==> src/rtl/life_stepper_pkg.sv <==
// Shared definitions for the Game of Life stepper: controller state encoding
// and the neighbour-count constants of the life rule.
package life_stepper_pkg;

   typedef enum logic [2:0] {
      IDLE,
      PRE_ADDR,
      PRE_CAP,
      ROW_ADDR,
      ROW_CAP,
      ROW_WRITE,
      GEN_END
   } state_t;

   localparam logic [3:0] SURVIVE_2 = 4'd2;
   localparam logic [3:0] SURVIVE_3 = 4'd3;
   localparam logic [3:0] BIRTH_3   = 4'd3;

   localparam int ROW_SEL_W = 8;

endpackage

==> src/rtl/life_row_next.sv <==
// Combinational next-generation row: applies the life rule to every column of
// cur_row using the rows above (prev_row) and below (next_row).
module life_row_next
   import life_stepper_pkg::*;
#(
   parameter int ARENA_WIDTH = 10
) (
   input  logic [ARENA_WIDTH-1:0] prev_row,
   input  logic [ARENA_WIDTH-1:0] cur_row,
   input  logic [ARENA_WIDTH-1:0] next_row,
   input  logic                   wrap,
   output logic [ARENA_WIDTH-1:0] new_row
);

   // west: bit i sees column i-1; east: bit i sees column i+1. The bit shifted
   // in at the arena edge is only live on a torus.
   function automatic logic [ARENA_WIDTH-1:0] west(input logic [ARENA_WIDTH-1:0] r,
                                                    input logic w);
      return {r[ARENA_WIDTH-2:0], w & r[ARENA_WIDTH-1]};
   endfunction

   function automatic logic [ARENA_WIDTH-1:0] east(input logic [ARENA_WIDTH-1:0] r,
                                                    input logic w);
      return {w & r[0], r[ARENA_WIDTH-1:1]};
   endfunction

   logic [ARENA_WIDTH-1:0] nbr [8];
   logic [3:0]             cnt;

   assign nbr[0] = west(prev_row, wrap);
   assign nbr[1] = prev_row;
   assign nbr[2] = east(prev_row, wrap);
   assign nbr[3] = west(cur_row, wrap);
   assign nbr[4] = east(cur_row, wrap);
   assign nbr[5] = west(next_row, wrap);
   assign nbr[6] = next_row;
   assign nbr[7] = east(next_row, wrap);

   always_comb begin
      new_row = '0;
      cnt     = '0;
      for (int i = 0; i < ARENA_WIDTH; i++) begin
         cnt = '0;
         for (int k = 0; k < 8; k++) begin
            cnt = cnt + {3'b000, nbr[k][i]};
         end
         new_row[i] = cur_row[i] ? ((cnt == SURVIVE_2) || (cnt == SURVIVE_3))
                                 : (cnt == BIRTH_3);
      end
   end

endmodule

==> src/rtl/life_stepper.sv <==
// Game of Life stepper: streams an external row-addressed arena through a
// three-row window, rewriting it in place one generation at a time.
module life_stepper
   import life_stepper_pkg::*;
#(
   parameter int ARENA_WIDTH  = 10,
   parameter int ARENA_HEIGHT = 10,
   parameter int POP_WIDTH    = $clog2(ARENA_WIDTH*ARENA_HEIGHT+1)
) (
   input  logic                   clk,
   input  logic                   reset,
   input  logic                   start,
   input  logic                   wrap,
   input  logic [31:0]            generations_count,
   output logic                   ready,
   output logic                   stable,
   output logic [31:0]            generations_done,
   output logic [POP_WIDTH-1:0]   population,
   output logic [ROW_SEL_W-1:0]   arena_row_select,
   input  logic [ARENA_WIDTH-1:0] arena_columns,
   output logic [ARENA_WIDTH-1:0] arena_columns_new,
   output logic                   arena_columns_write
);

   localparam logic [ROW_SEL_W-1:0] LAST_ROW = ROW_SEL_W'(ARENA_HEIGHT-1);

   function automatic logic [POP_WIDTH-1:0] row_popcount(input logic [ARENA_WIDTH-1:0] r);
      logic [POP_WIDTH-1:0] n;
      n = '0;
      for (int i = 0; i < ARENA_WIDTH; i++) begin
         n = n + POP_WIDTH'(r[i]);
      end
      return n;
   endfunction

   state_t                 state, state_nxt;
   logic                   pre_second;
   logic [ROW_SEL_W-1:0]   row;
   logic                   wrap_q;
   logic [31:0]            gen_target;
   logic [31:0]            done_inc;
   logic                   last_row;
   logic [ROW_SEL_W-1:0]   pre_sel;
   logic [ROW_SEL_W-1:0]   fetch_sel;

   logic [ARENA_WIDTH-1:0] prev_row, cur_row, next_row, first_row, new_row;
   logic [POP_WIDTH-1:0]   pop_acc;
   logic                   changed;

   assign done_inc  = generations_done + 32'd1;
   assign last_row  = (row == LAST_ROW);
   // First prefetch pass reads the bottom row (top neighbour of row 0), second reads row 0.
   assign pre_sel   = pre_second ? '0 : LAST_ROW;
   assign fetch_sel = last_row ? '0 : row + 8'd1;

   life_row_next #(
      .ARENA_WIDTH (ARENA_WIDTH)
   ) u_row_next (
      .prev_row (prev_row),
      .cur_row  (cur_row),
      .next_row (next_row),
      .wrap     (wrap_q),
      .new_row  (new_row)
   );

   always_ff @(posedge clk or posedge reset) begin
      if (reset) begin
         state <= IDLE;
      end else begin
         state <= state_nxt;
      end
   end

   always_comb begin
      state_nxt           = state;
      ready               = 1'b0;
      arena_row_select    = '0;
      arena_columns_new   = '0;
      arena_columns_write = 1'b0;
      case (state)
         IDLE: begin
            ready = 1'b1;
            if (start && (generations_count != 32'd0)) state_nxt = PRE_ADDR;
         end
         PRE_ADDR: begin
            arena_row_select = pre_sel;
            state_nxt        = PRE_CAP;
         end
         PRE_CAP: begin
            arena_row_select = pre_sel;
            state_nxt        = pre_second ? ROW_ADDR : PRE_ADDR;
         end
         ROW_ADDR: begin
            arena_row_select = fetch_sel;
            state_nxt        = ROW_CAP;
         end
         ROW_CAP: begin
            arena_row_select = fetch_sel;
            state_nxt        = ROW_WRITE;
         end
         ROW_WRITE: begin
            arena_row_select    = row;
            arena_columns_new   = new_row;
            arena_columns_write = 1'b1;
            state_nxt           = last_row ? GEN_END : ROW_ADDR;
         end
         GEN_END: begin
            if (!changed)                    state_nxt = IDLE;
            else if (done_inc == gen_target) state_nxt = IDLE;
            else                             state_nxt = PRE_ADDR;
         end
         default: state_nxt = IDLE;
      endcase
   end

   always_ff @(posedge clk or posedge reset) begin
      if (reset) begin
         pre_second       <= 1'b0;
         row              <= '0;
         wrap_q           <= 1'b0;
         gen_target       <= '0;
         stable           <= 1'b0;
         generations_done <= '0;
         population       <= '0;
      end else begin
         case (state)
            IDLE: begin
               if (start) begin
                  stable           <= 1'b0;
                  generations_done <= '0;
                  wrap_q           <= wrap;
                  gen_target       <= generations_count;
               end
            end
            PRE_CAP: begin
               pre_second <= ~pre_second;
               row        <= '0;
            end
            ROW_WRITE: row <= row + 8'd1;
            GEN_END: begin
               population       <= pop_acc;
               generations_done <= done_inc;
               if (!changed) stable <= 1'b1;
            end
            default: ;
         endcase
      end
   end

   // Row window and per-generation statistics; every field is initialised
   // during the prefetch before it is consumed, so no reset is needed here.
   always_ff @(posedge clk) begin
      case (state)
         PRE_ADDR: begin
            if (!pre_second) begin
               pop_acc <= '0;
               changed <= 1'b0;
            end
         end
         PRE_CAP: begin
            if (!pre_second) begin
               prev_row <= wrap_q ? arena_columns : '0;
            end else begin
               cur_row   <= arena_columns;
               first_row <= arena_columns;
            end
         end
         ROW_CAP: begin
            // Row 0 is already overwritten by now, so the bottom row wraps to the saved copy.
            next_row <= last_row ? (wrap_q ? first_row : '0) : arena_columns;
         end
         ROW_WRITE: begin
            prev_row <= cur_row;
            cur_row  <= next_row;
            pop_acc  <= pop_acc + row_popcount(new_row);
            changed  <= changed | (new_row != cur_row);
         end
         default: ;
      endcase
   end

endmodule

==> config.mk <==
export PLATFORM = sky130hd
export DESIGN_NAME = life_stepper
export DESIGN_NICKNAME = d
export VERILOG_FILES = /design/src/rtl/life_stepper_pkg.sv /design/src/rtl/life_row_next.sv /design/src/rtl/life_stepper.sv
export SDC_FILE = /design/constraint.sdc
export NUM_CORES = 1
export LEC_CHECK = 0
export BUFFER_PORTS_ARGS = -buffer_cell sky130_fd_sc_hd__buf_4
export CAP_MARGIN = 5
export CORE_ASPECT_RATIO = 1.75
export CORE_MARGIN = 2
export CORE_UTILIZATION = 54
export DETAILED_ROUTE_END_ITERATION = 7
export GPL_TIMING_DRIVEN = 1
export HOLD_SLACK_MARGIN = 0.03
export PLACE_DENSITY = 0.8
export SLEW_MARGIN = 20
export SYNTH_ARGS = -nofsm -noshare
export SYNTH_HDL_FRONTEND = slang
export SYNTH_SLANG_ARGS = --single-unit
==> constraint.sdc <==
create_clock -name clk -period 6.65 [get_ports clk]
set_clock_uncertainty 0.1 [all_clocks]
set_input_delay 0.9975 -clock clk [delete_from_list [all_inputs] [get_ports clk]]
set_output_delay 0.9975 -clock clk [all_outputs]
set_load 0.02 [all_outputs]
# After elaboration in Yosys (flattened, before gate mapping)
# Index checks and enable logic that the tools add are counted.
op_classes:
  div: 0
  n_reduce_logical: 25
  eq_ne: 35
  magnitude_cmp: 0
  n_mux: 39
  n_bitwise: 8
  n_addsub: 82
  mul: 0
  shift: 0
op_table:
  columns: ["op", "n"]
  rows:
  - ["$add 4x1->4", 60]
  - ["$eq 4x2->1 const B", 20]
  - ["$pmux 32 s2", 1]
  - ["$mux 10", 6]
  - ["$pmux 10 s2", 2]
  - ["$add 32x1->32 const B", 1]
  - ["$eq 32x32->1", 1]
  - ["$mux 32", 1]
  - ["$reduce_bool 32->1", 1]
  - ["$pmux 8 s3", 1]
  - ["$add 1x1->2", 11]
  - ["$add 7x1->7", 3]
  - ["$pmux 3 s7", 1]
  - ["$mux 1", 17]
  - ["$pmux 8 s2", 1]
  - ["$pmux 7 s2", 1]
  - ["$ne 2x2->1 const B", 6]
  - ["$reduce_and 2->1", 6]
  - ["$logic_or 1x1->1", 10]
  - ["$ne 10x10->1", 1]
  - ["$eq 3x3->1 const B", 3]
  - ["$add 8x1->8 const B", 1]
  - ["$eq 8x4->1 const B", 1]
  - ["$mux 8", 1]
  - ["21 further kinds", 32]
word_totals:
  latchBits: 0
  out_inout_bits: 60
  inputBits: 46
  romBits: 0
  reg_bits: 133
  mem_count: 0
  ramBits: 0

# Logic depth before layout (Yosys ltp)
logic_depth:
  ltp_word: 22
  mapped_depth: 26
  depth_no_buf: 26

# Modules after synthesis
# From an unflattened synthesis, not the netlist that was laid out.
hier_totals:
  hier_cells: 968
  hier_area_um2: 9260.1
modules_own_cells:
  columns: ["module", "area_each_um2", "n_inst", "cells_per_inst"]
  rows:
  - ["life_stepper", 7549.7, 1, 778]
  - ["life_row_next", 1710.4, 1, 190]

# Worst setup path before layout
# Ideal clock, no wire load.
synth_timing:
  path_kind: "reg2reg"
  startpoint: "register wrap_q"
  endpoint: "register pop_acc[6], data pin"
  slack_ns: 0.063
  t_arrival_ns: 6.223
  path_buffers: 1
  t_required_ns: 6.286
  stages_incl_launch_ff: 26
  cell_sequence: "dfrtp_1 > clkbuf_1 > and2_1 > ha_1 > inv_1 > fa_1 > inv_1 > fa_1 > fa_1 > inv_1 > fa_1 > a2111oi_0 > a21oi_1 > nor3_1 > fa_1 > fa_1 > fa_1 > inv_1 > fa_1 > fa_1 > nor2b_1 > o21ai_0 > nand2b_1 > nand3_1 > xor2_1 > nor2_1"
synth_between:
  elab_chain_cells: 22
  word_cells_on_any_way: 38
synth_lines:
  columns: ["item", "line_no", "text"]
  rows:
  - ["start: declaration", "life_stepper.sv:39", "logic wrap_q;"]
  - ["start signal: assignment", "life_stepper.sv:131", "wrap_q <= wrap;"]
  - ["$and 1x1->1", "life_row_next.sv:19", "return {r[ARENA_WIDTH-2:0], w & r[ARENA_WIDTH-1]};"]
  - ["$add 1x1->2", "life_row_next.sv:45", "cnt = cnt + {3'b000, nbr[k][i]};"]
  - ["$add 4x1->4 (6 in a row)", "life_row_next.sv:45", null]
  - ["$eq 4x2->1, on equally long branches", "life_row_next.sv:47, life_row_next.sv:48", null]
  - ["$logic_or 1x1->1", "life_row_next.sv:47", "new_row[i] = cur_row[i] ? ((cnt == SURVIVE_2) || (cnt == SURVIVE_3))"]
  - ["$mux 1", "life_row_next.sv:47", null]
  - ["$add 1x1->2", "life_stepper.sv:31", "n = n + POP_WIDTH'(r[i]);"]
  - ["$add 2x1->3", "life_stepper.sv:31", null]
  - ["$add 3x1->4", "life_stepper.sv:31", null]
  - ["$add 4x1->5", "life_stepper.sv:31", null]
  - ["$add 5x1->6", "life_stepper.sv:31", null]
  - ["$add 6x1->7", "life_stepper.sv:31", null]
  - ["$add 7x1->7 (2 in a row)", "life_stepper.sv:31", null]
  - ["$add 7x1->7 *", "life_stepper.sv:31", null]
  - ["$add 7x7->7 *", "life_stepper.sv:175", "pop_acc <= pop_acc + row_popcount(new_row);"]
  - ["$pmux 7 s2 *", "life_stepper.sv:153", "case (state)"]
  - ["end signal: assignment", "life_stepper.sv:175", null]
  - ["end: declaration", "life_stepper.sv:47", "logic [POP_WIDTH-1:0] pop_acc;"]
# Every way passes the cells marked *; elsewhere a longest branch is shown, timed or not.
# A chain may end at the register's enable or synchronous reset.

# Worst setup path after layout
layout_timing:
  startpoint: "register prev_row[9]"
  endpoint: "register pop_acc[6], data pin"
layout_between:
  elab_chain_cells: 22
  word_cells_on_any_way: 44
layout_lines:
  columns: ["item", "line_no", "text"]
  rows:
  - ["start: declaration", "life_stepper.sv:46", "logic [ARENA_WIDTH-1:0] prev_row, cur_row, next_row, first_row, new_row;"]
  - ["start signal: assignment", "life_stepper.sv:162", "prev_row <= wrap_q ? arena_columns : '0;"]
  - ["start signal: assignment", "life_stepper.sv:173", "prev_row <= cur_row;"]
  - ["$and 1x1->1", "life_row_next.sv:19", null]
  - ["$add 1x1->2", "life_row_next.sv:45", null]
  - ["$add 4x1->4 (6 in a row)", "life_row_next.sv:45", null]
  - ["$eq 4x2->1, on equally long branches", "life_row_next.sv:47, life_row_next.sv:48", null]
  - ["$logic_or 1x1->1", "life_row_next.sv:47", null]
  - ["$mux 1", "life_row_next.sv:47", null]
  - ["$add 1x1->2", "life_stepper.sv:31", null]
  - ["$add 2x1->3", "life_stepper.sv:31", null]
  - ["$add 3x1->4", "life_stepper.sv:31", null]
  - ["$add 4x1->5", "life_stepper.sv:31", null]
  - ["$add 5x1->6", "life_stepper.sv:31", null]
  - ["$add 6x1->7", "life_stepper.sv:31", null]
  - ["$add 7x1->7 (2 in a row)", "life_stepper.sv:31", null]
  - ["$add 7x1->7 *", "life_stepper.sv:31", null]
  - ["$add 7x7->7 *", "life_stepper.sv:175", null]
  - ["$pmux 7 s2 *", "life_stepper.sv:153", null]
# Marked as above.

==> run summary <==
Measured slew at the worst slew-check pin - 1.03 ns
Critical Path Max Stage Delay - 0.55 ns
CTS tree - yes
Worst-path maximum fanout - 2
Post-synthesis mux area share - 0.743%
Die area - 18600 um2
Num rows - 64
Initial drt markers - 651
Ys Warns - 0
Drt pass-1 iters - 5
IO Port Bufs - 105
Peak supply drop - 0.623 mV
DP Cell Count - 1357
Crit-path cells - and2_1 > ha_1 > inv_1 > fa_1 > inv_1 > fa_1 > fa_2 > inv_1 > fa_2 > a2111oi_4 > a21oi_2 > nor3_2 > fa_1 > fa_1 > fa_1 > inv_1 > fa_2 > fa_2 > nor2b_2 > o21ai_1 > nand2b_1 > nand3_1 > xor2_1 > nor2_1
Critical Path Source Type - flop
Number of synthesized flops with an enable pin - 48
Setup slack at placement - -0.117 ns
Net load switching power - 2.95 mW
PD cells - 584 nW/um2
Core area - 17300 um2
Root buf cell - clkbuf_16
Capturing point of the worst reg2reg path - pop_acc[6]
FILL cells - 1468
Clock Sinks - 133
Clock share of power - 15.0%
Most used cell, CP - fa_1
Max-slew violation count - 0
Xor/xnor cell area share of the yosys netlist - 5.39%
Leakage - 5.06 nW
Crit share post-route - 96.5%
Later-pin clock latency in the skew report - 0.43 ns
Routed WL per cell - 18.8 um
Chip Height - 179 um
Internal - 3.51 mW
Drt total wl - 26100 um
Crit path from - prev_row[9]
Synth Area per Inst - 8.86 um2
CP endpoint kind - flop
Critical Path Slowest Stage Cell - fa_1
Post-layout util - 63.9%
Power share of the combinational group - 64.2%
R2R setup slack - 0.23 ns
IO Pins - 106
Post-route ant nets - 0
Die X-Extent - 104 um
Post-route setup slack - 0.232 ns
Routability Congestion - 0.944
Synth unique cells - 62
Final count of negative-setup-slack endpoints - 0
Post-Syn Area - 9430 um2
PnR Total Power - 6.46 mW
Outcome - complete, no violations
Initial antenna violation count - 0
P&R area growth vs syn - 17.3%
Mapped Nets - 1196
Gr ovfl total - 0
Post-DR vias/cell - 5.92
Sw Share - 45.7%
Finished Layout Cells - 1389
Residual DRC - 0
Vias in the first global route - 8216
Flop pwr share - 20.8%
Nets - 1278
Final Instance Area - 11100 um2
Post-synthesis compound-gate area fraction - 12.7%
Proportion of layout cells with a drive suffix above 1 - 15.4%
Synth Instances - 1065
Antenna fix cells - 0
Sum of net half-perimeters after detailed placement - 19100 um
FF+latch count, synth - 133
Max-cap viol count - 0
Clk pin slew, worst setup/hold paths - 0.06 ns
Post-DP Area - 10400 um2
Depth of the CTS H-tree - 4
Pin count of the biggest net entering global routing - 57
Vias - 8219
Longest Clk Path Bufs - 2
GRT Total Usage - 28.5%
Final min period - 6.42 ns
Ys async rst share - 63.9%
Highest Clock Rate - 0.156 GHz
Type of the worst setup path - reg -> reg
Hold WS - 0.375 ns
Synth Area in Simple Gates - 21.5%
Adder-cell share of the synthesized area - 15.0%
Post-synthesis sequential area ratio - 37.8%
Tightest Hold Check Type - reg -> reg
Final hold vios - 0
Final TNS setup - 0 ns
First-pass GRT wire length - 41200 um
Critical Path RT - 6.71 ns
Initial Util - 54.5%
Top FF cell, synth - dfrtp_1
Worst Path Arrival - 6.48 ns
Reg2Reg Depth - 24
Worst relative slew slack - 31.2%
CP Capture Point - pop_acc[6]
Number of CTS-inserted buffers - 17
Main combinational cell family by area after synthesis - simple AND/OR/NAND/NOR gates
Worst r2r src - prev_row[9]
-- critical path: cells and delay by family (launching register included) --
family	cells	cell delay (ns)
fa+ha+maj	10	4.12
simple gates	6	0.80
flops	1	0.38
compound gates	3	0.35
buf+inv	4	0.22
xor+xnor	1	0.18
-- cell usage in the layout, fill, tap and decap left out, types with 15 or more instances in the layout --
cell type and instances:
nand2_1 197, buf_4 120, inv_1 109, dfrtp_1 85, o21ai_0 71, nor2_1 49, edfxtp_1 48, nand3_1 46
xnor2_1 45, fa_1 43, ha_1 38, a21oi_1 36, and2_1 22, o31ai_1 19, clkbuf_16 19, nand4_1 18
nor4_1 15
-- state kept, by name, summed over array words and instances, names as in the netlist, 3 cells and up --
signal and flops:
prev_row 10, gen_target 32, next_row 10, pop_acc 7, population 7, state 3, row 8, generations_done 32
cur_row 10, first_row 10
-- routing by layer --
layer  track usage [%]  part of all wire, %
met5                 0                    0
met4              18.2                  6.1
met3              4.54                  5.0
met2              54.1                   54
met1              28.8                   35
-- what timing repair did --
item	in CTS	in global routing
setup buffers	1	1
gates cloned	0	0
hold endpoints to repair	0	0
hold buffers	0	0
endpoints found under the setup margin	2	2
pin swaps	3	10
gates resized for setup	6	13
-- worst min-delay path by stage --
stage | cells past startpoint | end | start
finish | 2 | population[5] | population[5]
global route | 2 | population[5] | population[5]
CTS | 2 | population[5] | population[5]
detailed placement | 2 | population[5] | population[5]
global placement | 2 | population[3] | population[3]
floorplan | 2 | population[1] | pop_acc[1]
-- final cells by class --
cell class,instances,area [um2],area share [%]
multi-input combinational,765,5290,47.8
sequential,133,3570,32.3
timing repair buffer,120,901,8.14
clock buffer,23,510,4.62
inverter,110,414,3.74
tap,231,289,2.61
clock inverter,7,91.3,0.826
-- cell usage after synthesis (7+ instances only) --
cell	n	area [um2]
o31ai_1	19	143
nand2_1	197	739
nor2_1	50	188
nand4_1	18	113
xor2_1	13	114
and3_1	13	81.3
xnor2_1	45	394
inv_1	110	413
ha_1	38	475
clkbuf_1	44	165
nand2b_1	11	68.8
and2_1	22	138
nand3_1	46	230
a311oi_1	7	61.3
o21ai_0	76	380
a21oi_1	40	200
nor4_1	15	93.8
nor3_1	13	65.1
fa_1	47	941
dfrtp_1	85	2130
mux2i_1	7	70.1
edfxtp_1	48	1440
a31oi_1	8	50.1
-- cells by family after synthesis --
group / Yosys count
multiplexers: 7
buffers and inverters: 167
adder cells (fa/ha/maj): 85
AND/OR/NAND/NOR: 420
AO/OA/AOI/OAI: 195
XOR/XNOR: 58
flip-flops: 133
-- power groups by stage --
stage                     sequential, mW  combinational (mW)  clock (mW)
final                               1.34                4.15       0.968
after global placement              1.34                3.67           0
after global routing                1.37                4.71        1.02
after CTS                           1.34                3.97       0.976
after floorplan                     1.30                2.88           0
after detailed placement            1.35                3.86           0
Note: power is estimated with default switching activity, not from simulation.
